--- src/rtl/core_alu_arbiter_if.sv ---
// Bundles the two requester channels, the core_alu side-band and the response slot
// shared between the arbiter and its surrounding pipeline logic.
interface core_alu_arbiter_if #(
  parameter int DATA_W = 32,
  parameter int OP_W   = 10
);
  logic              req0_valid;
  logic              req0_ready;
  logic [OP_W-1:0]   req0_op;
  logic [DATA_W-1:0] req0_a;
  logic [DATA_W-1:0] req0_b;

  logic              req1_valid;
  logic              req1_ready;
  logic [OP_W-1:0]   req1_op;
  logic [DATA_W-1:0] req1_a;
  logic [DATA_W-1:0] req1_b;

  logic [OP_W-1:0]   alu_op;
  logic [DATA_W-1:0] alu_a;
  logic [DATA_W-1:0] alu_b;
  logic [DATA_W-1:0] alu_res;

  logic              rsp_valid;
  logic              rsp_ready;
  logic              rsp_id;
  logic [DATA_W-1:0] rsp_data;

  // Arbiter view
  modport slave (
    input  req0_valid, req0_op, req0_a, req0_b,
    input  req1_valid, req1_op, req1_a, req1_b,
    input  alu_res, rsp_ready,
    output req0_ready, req1_ready,
    output alu_op, alu_a, alu_b,
    output rsp_valid, rsp_id, rsp_data
  );

  // Requester / ALU / consumer view
  modport master (
    output req0_valid, req0_op, req0_a, req0_b,
    output req1_valid, req1_op, req1_a, req1_b,
    output alu_res, rsp_ready,
    input  req0_ready, req1_ready,
    input  alu_op, alu_a, alu_b,
    input  rsp_valid, rsp_id, rsp_data
  );
endinterface

--- src/rtl/core_alu_arbiter.sv ---
// Round-robin sharing of one combinational core_alu between two requesters, with the
// result captured into a single-entry response slot tagged by requester ID.
module core_alu_arbiter #(
  parameter int DATA_W = 32,
  parameter int OP_W   = 10
) (
  input logic i_clk,
  input logic i_rst_n,
  core_alu_arbiter_if.slave bus
);

  typedef enum logic {EMPTY = 1'b0, FULL = 1'b1} state_t;

  state_t            r_state;
  logic              r_rspId;
  logic [DATA_W-1:0] r_rspData;
  logic              r_lastGnt;

  logic              w_slotFree;
  logic              w_gnt0;
  logic              w_gnt1;
  logic              w_grant;

  // On a tie the port that did not win last time is served; reset holds both READYs low.
  assign w_slotFree = (r_state == EMPTY) | bus.rsp_ready;
  assign w_gnt0     = i_rst_n & w_slotFree & bus.req0_valid & (~bus.req1_valid | r_lastGnt);
  assign w_gnt1     = i_rst_n & w_slotFree & bus.req1_valid & (~bus.req0_valid | ~r_lastGnt);
  assign w_grant    = w_gnt0 | w_gnt1;

  assign bus.req0_ready = w_gnt0;
  assign bus.req1_ready = w_gnt1;

  assign bus.alu_op = w_gnt0 ? bus.req0_op : (w_gnt1 ? bus.req1_op : '0);
  assign bus.alu_a  = w_gnt0 ? bus.req0_a  : (w_gnt1 ? bus.req1_a  : '0);
  assign bus.alu_b  = w_gnt0 ? bus.req0_b  : (w_gnt1 ? bus.req1_b  : '0);

  assign bus.rsp_valid = (r_state == FULL);
  assign bus.rsp_id    = r_rspId;
  assign bus.rsp_data  = r_rspData;

  always_ff @(posedge i_clk or negedge i_rst_n) begin
    if (!i_rst_n) begin
      r_state   <= EMPTY;
      r_rspId   <= 1'b0;
      r_rspData <= '0;
      r_lastGnt <= 1'b1;
    end else begin
      if (w_grant) begin
        r_rspData <= bus.alu_res;
        r_rspId   <= w_gnt1;
        r_lastGnt <= w_gnt1;
      end
      case (r_state)
        EMPTY:   if (w_grant) r_state <= FULL;
        FULL:    if (!w_grant && bus.rsp_ready) r_state <= EMPTY;
        default: r_state <= EMPTY;
      endcase
    end
  end

endmodule

--- src/flat_wrapper.sv ---
// flat-port wrapper written by rule: the top's interface ports become plain ports
module core_alu_arbiter_flat 
#(
  parameter int DATA_W = 32,
  parameter int OP_W   = 10
)
  (i_clk, i_rst_n, bus_req0_valid, bus_req0_op, bus_req0_a, bus_req0_b, bus_req1_valid, bus_req1_op, bus_req1_a, bus_req1_b, bus_alu_res, bus_rsp_ready, bus_req0_ready, bus_req1_ready, bus_alu_op, bus_alu_a, bus_alu_b, bus_rsp_valid, bus_rsp_id, bus_rsp_data);
  core_alu_arbiter_if #(.DATA_W(DATA_W), .OP_W(OP_W)) bus_i ();
  input logic i_clk;
  input logic i_rst_n;
  input wire logic [$bits(bus_i.req0_valid)-1:0] bus_req0_valid;
  input wire logic [$bits(bus_i.req0_op)-1:0] bus_req0_op;
  input wire logic [$bits(bus_i.req0_a)-1:0] bus_req0_a;
  input wire logic [$bits(bus_i.req0_b)-1:0] bus_req0_b;
  input wire logic [$bits(bus_i.req1_valid)-1:0] bus_req1_valid;
  input wire logic [$bits(bus_i.req1_op)-1:0] bus_req1_op;
  input wire logic [$bits(bus_i.req1_a)-1:0] bus_req1_a;
  input wire logic [$bits(bus_i.req1_b)-1:0] bus_req1_b;
  input wire logic [$bits(bus_i.alu_res)-1:0] bus_alu_res;
  input wire logic [$bits(bus_i.rsp_ready)-1:0] bus_rsp_ready;
  output wire logic [$bits(bus_i.req0_ready)-1:0] bus_req0_ready;
  output wire logic [$bits(bus_i.req1_ready)-1:0] bus_req1_ready;
  output wire logic [$bits(bus_i.alu_op)-1:0] bus_alu_op;
  output wire logic [$bits(bus_i.alu_a)-1:0] bus_alu_a;
  output wire logic [$bits(bus_i.alu_b)-1:0] bus_alu_b;
  output wire logic [$bits(bus_i.rsp_valid)-1:0] bus_rsp_valid;
  output wire logic [$bits(bus_i.rsp_id)-1:0] bus_rsp_id;
  output wire logic [$bits(bus_i.rsp_data)-1:0] bus_rsp_data;
  assign bus_i.req0_valid = bus_req0_valid;
  assign bus_i.req0_op = bus_req0_op;
  assign bus_i.req0_a = bus_req0_a;
  assign bus_i.req0_b = bus_req0_b;
  assign bus_i.req1_valid = bus_req1_valid;
  assign bus_i.req1_op = bus_req1_op;
  assign bus_i.req1_a = bus_req1_a;
  assign bus_i.req1_b = bus_req1_b;
  assign bus_i.alu_res = bus_alu_res;
  assign bus_i.rsp_ready = bus_rsp_ready;
  assign bus_req0_ready = bus_i.req0_ready;
  assign bus_req1_ready = bus_i.req1_ready;
  assign bus_alu_op = bus_i.alu_op;
  assign bus_alu_a = bus_i.alu_a;
  assign bus_alu_b = bus_i.alu_b;
  assign bus_rsp_valid = bus_i.rsp_valid;
  assign bus_rsp_id = bus_i.rsp_id;
  assign bus_rsp_data = bus_i.rsp_data;
  core_alu_arbiter #(.DATA_W(DATA_W), .OP_W(OP_W)) u_core (.i_clk(i_clk), .i_rst_n(i_rst_n), .bus(bus_i));
endmodule
--- config.mk ---
export PLATFORM = sky130hd
export DESIGN_NAME = core_alu_arbiter_flat
export DESIGN_NICKNAME = d
export VERILOG_FILES = /design/src/rtl/core_alu_arbiter_if.sv /design/src/rtl/core_alu_arbiter.sv /design/src/flat_wrapper.sv
export SDC_FILE = /design/constraint.sdc
export NUM_CORES = 1
export LEC_CHECK = 0
export ABC_AREA = 1
export CAP_MARGIN = 20
export CORE_AREA = 2 2 113 115
export DETAILED_ROUTE_END_ITERATION = 12
export DIE_AREA = 0 0 115 117
export PLACE_DENSITY_LB_ADDON = 0.05
export SYNTH_ARGS = -nofsm -noshare
export SYNTH_HDL_FRONTEND = slang
export SYNTH_SLANG_ARGS = --single-unit
--- constraint.sdc ---
create_clock -name i_clk -period 2.8 [get_ports i_clk]
set_input_delay 0.7 -clock i_clk [delete_from_list [all_inputs] [get_ports i_clk]]
set_output_delay 0.7 -clock i_clk [all_outputs]
set_load 0.05 [all_outputs]
==> flow_summary_export.csv <==
group,metric,value,unit
run_status,status,"completed",
yosys,yosys-top-cells-count,"nand2_1 (295), dfrtp_1 (34), nand3_1 (33)",
final_layout,fill_cells,1085,
die,num_rows,41,
sta,worst_slew_pin_slew,544,ps
final_layout,layout.nets,890,
die,start_util,19.2,%
yosys,syn_area,0.00236,mm²
grt,track_usage,19.0,%
pwr,p_per_area,528,mW/mm²
pwr,ir_drop,393,µV
clocking,clk_pin_slew,50,ps
detailed_routing,met1_length,5630,µm
detailed_routing,drt_pass1_iterations,4,
detailed_routing,postRouteAntennaNets,0,
yosys,ys_seq_area_share,37.2,%
final_layout,utilization,55.8,%
sta,fin_hold_ws,242,ps
detailed_routing,dr.max_layer_used,"met4",
pwr,leakage,3.17,nW
placement,dp_cells,832,
worst_setup_path,crit_path_end_kind,"output port",
clocking,cts_tree,"built",
placement,place_congestion,0.853,
placement,port_buffers,294,
grt,grt_max_degree,59,
yosys,synth_async_sr_flop_share,100,%
sta,period_minus_slack,2620,ps
grt,antenna_found_initial,2,
sta,final_max_slew_viol_count,0,
yosys,yosysWarnings,0,
detailed_routing,drt_iter0_drc,142,
final_layout,seq_area,877,µm²
grt,grt_pass1_wl,19400,µm
yosys,syn-num-nets,584,
clocking,clk-insertion-delay-late,270,ps
clocking,cts-buffers-inserted,5,
sta,setup_viol,0,
final_layout,drive_gt1_share,26.8,%
clocking,htree_levels,2,
grt,grt_pass1_vias,3305,
die,die_y,117,µm
worst_setup_path,cp_slowest_cell,"clkbuf_16",
detailed_routing,wirelength,14700,µm
clocking,ctsHoldBuffers,0,
sta,slew_headroom,63.6,%
detailed_routing,drcViolationCount,0,
yosys,ys.flop_type,"dfrtp_1",
worst_setup_path,critPathMaxStageDelay,160,ps
clocking,clock_sinks,35,
placement,dpl.hpwl,11200,µm
yosys,syn_avg_cell_area,5.91,µm²
yosys,synth_area_leaders,"nand2_1 (47%), dfrtp_1 (36%), nand3_1 (7.0%), buf_4 (3.5%), buf_2 (2.8%)",
clocking,clockBufferDepth,2,
flow_run,drv_cap,0,
yosys,synth_most_common_cell,"nand2_1",
grt,globalRouteOverflowTotal,0,
hold_path,hold_class,"in2async",
die,die_w,115,µm
worst_setup_path,worstPathRequired,2100,ps
sta,hold_viol,0,
final_layout,finalNonFillerCells,857,
yosys,synth_cells,399,
worst_setup_path,worstSetupStartpointType,"input port",
sta,rsz0062_at_grt,"false",
detailed_routing,met2WireLength,7560,µm
yosys,synth_edf_count,0,
sta,fmax,0.381,GHz
sta,finalSetupTns,0,ps
die,dieArea,0.0135,mm²
sta,fin_crit_sh,93.7,%
die,ios,295,
final_layout,multi_input_area,0.00148,mm²
yosys,yosys_register_bits,35,
detailed_routing,routed_via_density,4.21,
detailed_routing,dr_wl_met3,1350,µm
clocking,root_buffer,"clkbuf_16",
yosys,yosysUniqueCellTypes,13,
final_layout,syn2layout_area_growth,191,%
worst_setup_path,arrival,1920,ps
detailed_routing,via_count,3604,
yosys,synth_top_area_cell,"nand2_1",
worst_setup_path,crit_chain,"dlymetal6s2s_1 > inv_2 > nand2_2 > nand2_2 > nor2_4 > buf_12 > buf_12 > buf_4 > clkbuf_16 > nand2_1 > nand2_2 > buf_12",
worst_setup_path,crit_fanout,7,
die,core,0.0123,mm²
yosys,yosysTopAreaCellShare,46.9,%
worst_setup_path,path_class,"in2out",
sta,fin_skew,5.96,ps
detailed_routing,wire_per_inst,17.1,µm
-- report_power, final --
group	total, mW	switching (mW)	internal (mW)
Combinational	2.39	1.34	1.05
Sequential	0.719	0.0756	0.644
Clock	0.514	0.191	0.323
-- stage by stage --
stage                     setup WS, ps  total power, mW  cell area (µm²)
after detailed placement         -77.5             2.99             6240
final                              176             3.63             6870
after floorplan                    302             1.87             2360
after global placement           -61.9             2.99             6240
after CTS                        -35.3             3.57             6560
after global routing               115             3.79             6860
-- final timing paths --
kind | start | endpoint | slack (ps) | cells after the start
worst max-delay path | bus_rsp_ready | bus_alu_b[17] | 180 | 12
worst min-delay path | i_rst_n | u_core.bus.rsp_valid$_DFF_PN0_ | 240 | 1
worst max register to register | u_core.r_lastGnt$_DFFE_PN1P_ | u_core.r_lastGnt$_DFFE_PN1P_ | 1290 | 10
worst min register to register | u_core.bus.rsp_id$_DFFE_PN0P_ | u_core.bus.rsp_id$_DFFE_PN0P_ | 470 | 2
max in group asynchronous | i_rst_n | u_core.bus.rsp_id$_DFFE_PN0P_ | 1940 | 2
min in group i_clk | u_core.bus.rsp_id$_DFFE_PN0P_ | u_core.bus.rsp_id$_DFFE_PN0P_ | 470 | 2
-- critical path: cells and delay by family --
family,cells,cell delay [ps]
buffers and inverters,7,880
AND/OR/NAND/NOR,5,340
-- logic make-up (layout without fill, tap and decap cells) --
logic type | Yosys count | in the layout | share of synthesized area, %
AO/OA/AOI/OAI | 3 | 3 | 0.955
buffers and inverters | 31 | 337 | 7.37
flip-flops | 35 | 35 | 37.2
other | 0 | 2 | 0
AND/OR/NAND/NOR | 330 | 330 | 54.5
-- layout by cell type (no fill, tap or decap) --
cell type and count:
nand2_1 228, clkdlybuf4s50_1 214, buf_12 86, nand2_2 68
dfrtp_1 34, nand3_1 33, buf_4 11, clkbuf_16 8
buf_6 4, inv_1 3, dlymetal6s2s_1 3, diode_2 2
inv_2 2, a21oi_2 2, inv_6 1, nor2_4 1
o21ai_0 1, clkinv_2 1, clkinv_4 1, buf_16 1
buf_2 1, buf_8 1, dfstp_2 1
-- routing by layer --
layer / vias up / GRT usage [%]
met4: 0 / 3.78
met1: 1613 / 21.8
met2: 154 / 34.6
met5: - / 0
li1: 1829 / -
met3: 8 / 6.23
-- registers in the layout, summed over array words and instances, names as in the netlist --
| name | count |
|---|---|
| u_core.bus.rsp_id | 1 |
| u_core.r_lastGnt | 1 |
| u_core.bus.rsp_valid | 1 |
| u_core.bus.rsp_data | 32 |
-- final cells by class --
class / count / share of cell area (%)
Antenna cell: 2 / 0.0729
Multi-Input combinational cell: 333 / 21.6
Clock buffer: 5 / 1.82
Sequential cell: 35 / 12.8
Clock inverter: 2 / 0.200
Timing Repair Buffer: 324 / 60.4
Inverter: 6 / 0.401
Tap cell: 150 / 2.73
-- timing repair --
item / CTS / global route
setup endpoints to repair: 73 / 75
gates cloned: 1 / 6
resized for setup: 60 / 25
pin swaps: 0 / 8
endpoints found under the hold margin: 0 / 0
setup buffers: 0 / 9
Power figures use the tool's default switching activity.
